<file path="config.mk">
export PLATFORM = sky130hd
export DESIGN_NAME = sort_frame_sequencer
export DESIGN_NICKNAME = d
export VERILOG_FILES = /design/src/rtl/sort_frame_sequencer.sv
export SDC_FILE = /design/constraint.sdc
export NUM_CORES = 1
export LEC_CHECK = 0
export CORE_MARGIN = 2
export CORE_UTILIZATION = 45
export CTS_CLUSTER_SIZE = 24
export DETAILED_ROUTE_END_ITERATION = 10
export PLACE_DENSITY = 0.69
export REMOVE_ABC_BUFFERS = 1
export SKIP_CTS_REPAIR_TIMING = 1
export SLEW_MARGIN = 15
export SYNTH_ARGS = -nofsm -noshare
export SYNTH_HDL_FRONTEND = slang
export SYNTH_SLANG_ARGS = --single-unit
</file>
<file path="constraint.sdc">
create_clock -name clk -period 4.98 [get_ports clk]
set_clock_uncertainty 0.15 [all_clocks]
set_input_delay 0.996 -clock clk [delete_from_list [all_inputs] [get_ports clk]]
set_output_delay 0.996 -clock clk [all_outputs]
set_load 0.03 [all_outputs]
</file>
<file path="src/rtl/sort_frame_sequencer.sv">
`default_nettype none
// +----------------------------------------------------------------------------+
// | sort_frame_sequencer                                                       |
// | Loads a key frame, lets the external sorting network settle, and streams   |
// | the sorted keys out in ascending order.                                    |
// | Revision: 1.0                                                              |
// +----------------------------------------------------------------------------+
module sort_frame_sequencer #(
  parameter int WIDTH    = 3,
  parameter int N        = 64,
  parameter int SORT_LAT = 2
) (
  input  logic                 clk,
  input  logic                 rst_n,
  input  logic                 in_valid,
  output logic                 in_ready,
  input  logic [WIDTH-1:0]     in_data,
  input  logic                 in_last,
  output logic [N*WIDTH-1:0]   net_in,
  input  logic [N*WIDTH-1:0]   net_out,
  output logic                 out_valid,
  input  logic                 out_ready,
  output logic [WIDTH-1:0]     out_data,
  output logic                 out_last,
  output logic [$clog2(N):0]   frame_len,
  output logic                 busy
);

  localparam int IW = $clog2(N);
  localparam int LW = IW + 1;
  localparam int TW = (SORT_LAT < 2) ? 1 : $clog2(SORT_LAT + 1);

  typedef enum logic [1:0] {
    S_LOAD  = 2'd0,
    S_SORT  = 2'd1,
    S_DRAIN = 2'd2
  } state_t;

  state_t           state_q, state_d;
  logic [WIDTH-1:0] key_buf_q [N];
  logic [WIDTH-1:0] key_buf_d [N];
  logic [WIDTH-1:0] res_q [N];
  logic [WIDTH-1:0] res_d [N];
  logic [LW-1:0]    cnt_q, cnt_d;
  logic [LW-1:0]    rd_idx_q, rd_idx_d;
  logic [LW-1:0]    frame_len_q, frame_len_d;
  logic [TW-1:0]    timer_q, timer_d;
  logic             in_ready_q, in_ready_d;
  logic             out_valid_q, out_valid_d;
  logic             out_last_q, out_last_d;
  logic             busy_q, busy_d;
  logic [WIDTH-1:0] out_data_q, out_data_d;

  always_comb begin
    state_d     = state_q;
    key_buf_d   = key_buf_q;
    res_d       = res_q;
    cnt_d       = cnt_q;
    rd_idx_d    = rd_idx_q;
    frame_len_d = frame_len_q;
    timer_d     = timer_q;

    case (state_q)
      S_LOAD: begin
        if (in_valid && in_ready_q) begin
          key_buf_d[cnt_q[IW-1:0]] = in_data;
          cnt_d = cnt_q + LW'(1);
          if (in_last || (cnt_q == LW'(N - 1))) begin
            frame_len_d = cnt_q + LW'(1);
            timer_d     = TW'(SORT_LAT);
            state_d     = S_SORT;
          end
        end
      end
      S_SORT: begin
        if (timer_q == TW'(1)) begin
          for (int k = 0; k < N; k++) res_d[k] = net_out[k*WIDTH +: WIDTH];
          state_d = S_DRAIN;
        end else begin
          timer_d = timer_q - TW'(1);
        end
      end
      S_DRAIN: begin
        if (out_valid_q && out_ready) begin
          if (rd_idx_q == frame_len_q - LW'(1)) begin
            rd_idx_d = '0;
            cnt_d    = '0;
            // Refill with the max key so unused slots sort above real keys.
            for (int k = 0; k < N; k++) key_buf_d[k] = '1;
            state_d  = S_LOAD;
          end else begin
            rd_idx_d = rd_idx_q + LW'(1);
          end
        end
      end
      default: state_d = S_LOAD;
    endcase

    in_ready_d  = (state_d == S_LOAD);
    out_valid_d = (state_d == S_DRAIN);
    busy_d      = (state_d != S_LOAD);
    out_data_d  = out_valid_d ? res_d[rd_idx_d[IW-1:0]] : '0;
    out_last_d  = out_valid_d && (rd_idx_d == frame_len_d - LW'(1));
  end

  always_ff @(posedge clk or negedge rst_n) begin
    if (!rst_n) begin
      state_q     <= S_LOAD;
      for (int k = 0; k < N; k++) begin
        key_buf_q[k] <= '1;
        res_q[k]     <= '1;
      end
      cnt_q       <= '0;
      rd_idx_q    <= '0;
      frame_len_q <= '0;
      timer_q     <= '0;
      in_ready_q  <= 1'b1;
      out_valid_q <= 1'b0;
      out_last_q  <= 1'b0;
      busy_q      <= 1'b0;
      out_data_q  <= '0;
    end else begin
      state_q     <= state_d;
      key_buf_q   <= key_buf_d;
      res_q       <= res_d;
      cnt_q       <= cnt_d;
      rd_idx_q    <= rd_idx_d;
      frame_len_q <= frame_len_d;
      timer_q     <= timer_d;
      in_ready_q  <= in_ready_d;
      out_valid_q <= out_valid_d;
      out_last_q  <= out_last_d;
      busy_q      <= busy_d;
      out_data_q  <= out_data_d;
    end
  end

  for (genvar k = 0; k < N; k++) begin : g_slot
    assign net_in[k*WIDTH +: WIDTH] = key_buf_q[k];
  end

  assign in_ready  = in_ready_q;
  assign out_valid = out_valid_q;
  assign out_data  = out_data_q;
  assign out_last  = out_last_q;
  assign frame_len = frame_len_q;
  assign busy      = busy_q;

endmodule
`default_nettype wire

</file>
==> results by group <==
Final layout
  – Fillcell total: 3618
  – Share of layout cells above drive strength 1: 0.218
  – Nets: 2710
  – Seq. cell area: 0.0109 mm^2
  – Cell Count, Final, Fillers Out: 3124
  – Final core utilization: 0.601
  – Multi-input gate area: 0.00789 mm^2
  – ANT cells: 0
  – Area growth from synthesis to layout: 32.6%

Timing
  – RSZ-0062 raised after global routing: no
  – Min Tclk post-route: 4.22 ns
  – Slew HR: 0.239
  – Period utilization: 0.848
  – Pins Over Slew Limit: 0
  – Fin. Hold Viols: 0
  – Worst hold slack: 0.318 ns
  – Final setup violation count: 0
  – FMAX: 0.237 GHz
  – Worst-margin pin slew: 1.13 ns

Synth
  – Synthesized instance count: 2156
  – Mean post-synth cell area: 9.02 um^2
  – Ys async rst share: 1.00
  – Seq/Total Area, Yosys: 0.560
  – Mapped Area: 0.0194 mm^2
  – Synth top area share: 0.520
  – Synth warn: 0
  – Commonest cells in the netlist: 606 x nand2_1, 385 x dfstp_2, 349 x nor2_1
  – Yosys top cell by area: dfstp_2
  – Ys flop type: dfstp_2
  – Yosys cell types: 79
  – #FFs+latches synth: 416
  – Most frequent cell after synthesis: nand2_1
  – Largest cells by area after synthesis: dfstp_2 52%, nand2_1 12%, nor2_1 6.7%, a31oi_1 6.1%, dfrtp_1 4.0%
  – Number of synthesized flops with an enable pin: 0

Detailed routing
  – # DRC: 0
  – Post-DRT Antenna Nets: 0
  – DR pass1 iterations: 7
  – Drt wl/cell: 20.2 um
  – 1st-iter DRT viols: 1235
  – Via density: 5.46
  – Routed Wire Length: 63100 um
  – Via count: 17.0k

Placement
  – GPL Wtd Cong: 0.841
  – Placed Instances: 3043
  – Port bufs: 405
  – HPWL Detailed: 42600 um

Floorplan
  – Die area: 0.0449 mm^2
  – Initial Util: 0.453
  – Die height: 212 um
  – I/O pin count: 406
  – Die X: 212 um
  – Rows: 76
  – Core Region: 0.0429 mm^2

Clock tree
  – Clk slew on worst S/H paths: 0.06 ns
  – Num CTS Buffers: 45
  – H-tree Lvls: 2
  – Clk buf depth: 3
  – Worst-Skew Late Latency: 0.59 ns
  – Clock sink total: 416
  – CTS tree: yes
  – Clock Tree Root: clkbuf_16

Global routing
  – Initial antenna violation count: 0
  – Vias in the first global route: 17.1k
  – Largest net degree at the start of global routing: 122
  – GRT Util Overall: 0.277
  – GRT overflow: 0
  – First-pass GRT wire length: 97200 um

Hold path
  – Type of the worst min-delay path: reg2reg
  – Hold path depth: 2
  – Worst Hold End: res_q[190]
  – Hold path start: res_q[190]

Critical path
  – Worst Path Max Fanout: 10
  – WS Path Type: reg2reg
  – WP data required: 5.32 ns
  – Reg2reg start: frame_len[0]
  – Startpoint Class: flip-flop
  – RR Endpoint: out_data[0]
  – R2R depth: 12
  – Worst Path Arrival: 4.57 ns
  – Critical Path End Type: flip-flop
  – Flop2flop setup slack: 0.76 ns

Power
  – VDD IR max: 477 uV
  – Power per cell area: 711 mW/mm^2
  – Leak: 0.0105 uW

Run
  – Max Cap Viol: 0

Status
  – Status: finished clean
[state kept, by name (all words and copies together) (netlist names)]
signal     count
busy           1
cnt_q          7
state_q        2
out_last       1
net_in       192
timer_q        2
res_q        192
in_ready       1
out_valid      1
frame_len      7
rd_idx_q       7
out_data       3
[through the flow]
step | setup WS, ns | setup TNS (ns) | power, uW | area [um^2]
after floorplan | -1.32 | -99.89 | 11500 | 18800
after global placement | 0.704 | 0 | 14500 | 24200
after detailed placement | 0.589 | 0 | 14700 | 24200
after CTS | 0.750 | 0 | 18400 | 25800
after global routing | 0.466 | 0 | 19300 | 25800
final | 0.756 | 0 | 18300 | 25800
[metal layers]
layer	share of wire	global-route usage	wire length [um]	vias to the layer above
li1	-	-	-	7975
met1	0.41	0.352	25800	8326
met2	0.47	0.451	29700	637
met3	0.092	0.0849	5810	108
met4	0.029	0.0954	1850	0
met5	0	0	0	-
[cell families (layout without fill, tap and decap cells)]
group | after synthesis | in the layout | share of synthesized area
fa+ha+maj | 5 | 5 | 0.00322
simple gates | 1077 | 1077 | 0.225
flops | 416 | 416 | 0.560
buf+inv | 180 | 563 | 0.0390
xor+xnor | 24 | 24 | 0.0115
compound gates | 397 | 397 | 0.131
mux | 57 | 57 | 0.0297
[power by group]
group / total [uW] / switching [uW] / internal [uW]
Combinational: 7820 / 4860 / 2960
Clock: 3600 / 1390 / 2210
Sequential: 6910 / 805 / 6100
[layout by cell type (no fill, tap or decap), drive strengths merged, types with 16 or more instances in the layout]
cell | synthesis | routed
buf | 53 | 56
nand2 | 606 | 606
nor3 | 16 | 16
dfstp | 385 | 385
o21ai | 48 | 48
dfrtp | 31 | 31
nand3 | 20 | 20
inv | 21 | 22
clkdlybuf4s50 | 0 | 404
or3 | 22 | 22
nor2 | 352 | 352
a31oi | 191 | 191
o211ai | 17 | 17
a21oi | 71 | 71
clkbuf | 105 | 66
mux2i | 52 | 52
[layout make-up]
| cell class | count | share of cell area |
|---|---|---|
| inverters | 22 | 0.00330 |
| flip-flops and latches | 416 | 0.423 |
| well taps | 585 | 0.0284 |
| multi-input cells | 1560 | 0.306 |
| clock inverters | 15 | 0.00918 |
| repair buffers | 460 | 0.177 |
| clock buffers | 66 | 0.0531 |
[how the worst max path moves through the flow]
stage,depth (start not counted),slack [ns],from,end
after floorplan,8,-1.32,timer_q[1],out_data[2]
after global placement,13,0.70,out_ready,out_data[0]
after detailed placement,13,0.59,out_ready,out_data[0]
after CTS,12,0.75,frame_len[0],out_data[1]
after global routing,13,0.47,frame_len[0],out_data[1]
final,12,0.76,frame_len[0],out_data[0]
[critical path, stage by stage (launching register included)]
cell       delay, ns
dfrtp_1         0.46
inv_1           0.07
ha_1            0.29
xnor2_1         0.16
o2bb2ai_1       0.17
a2111oi_4       0.70
o21ai_2         0.25
o211ai_1        0.83
a2111oi_0       0.16
a311oi_1        0.30
nand4_1         0.22
a211o_1         0.31
o211ai_1        0.08
Power figures use the tool's default switching activity.
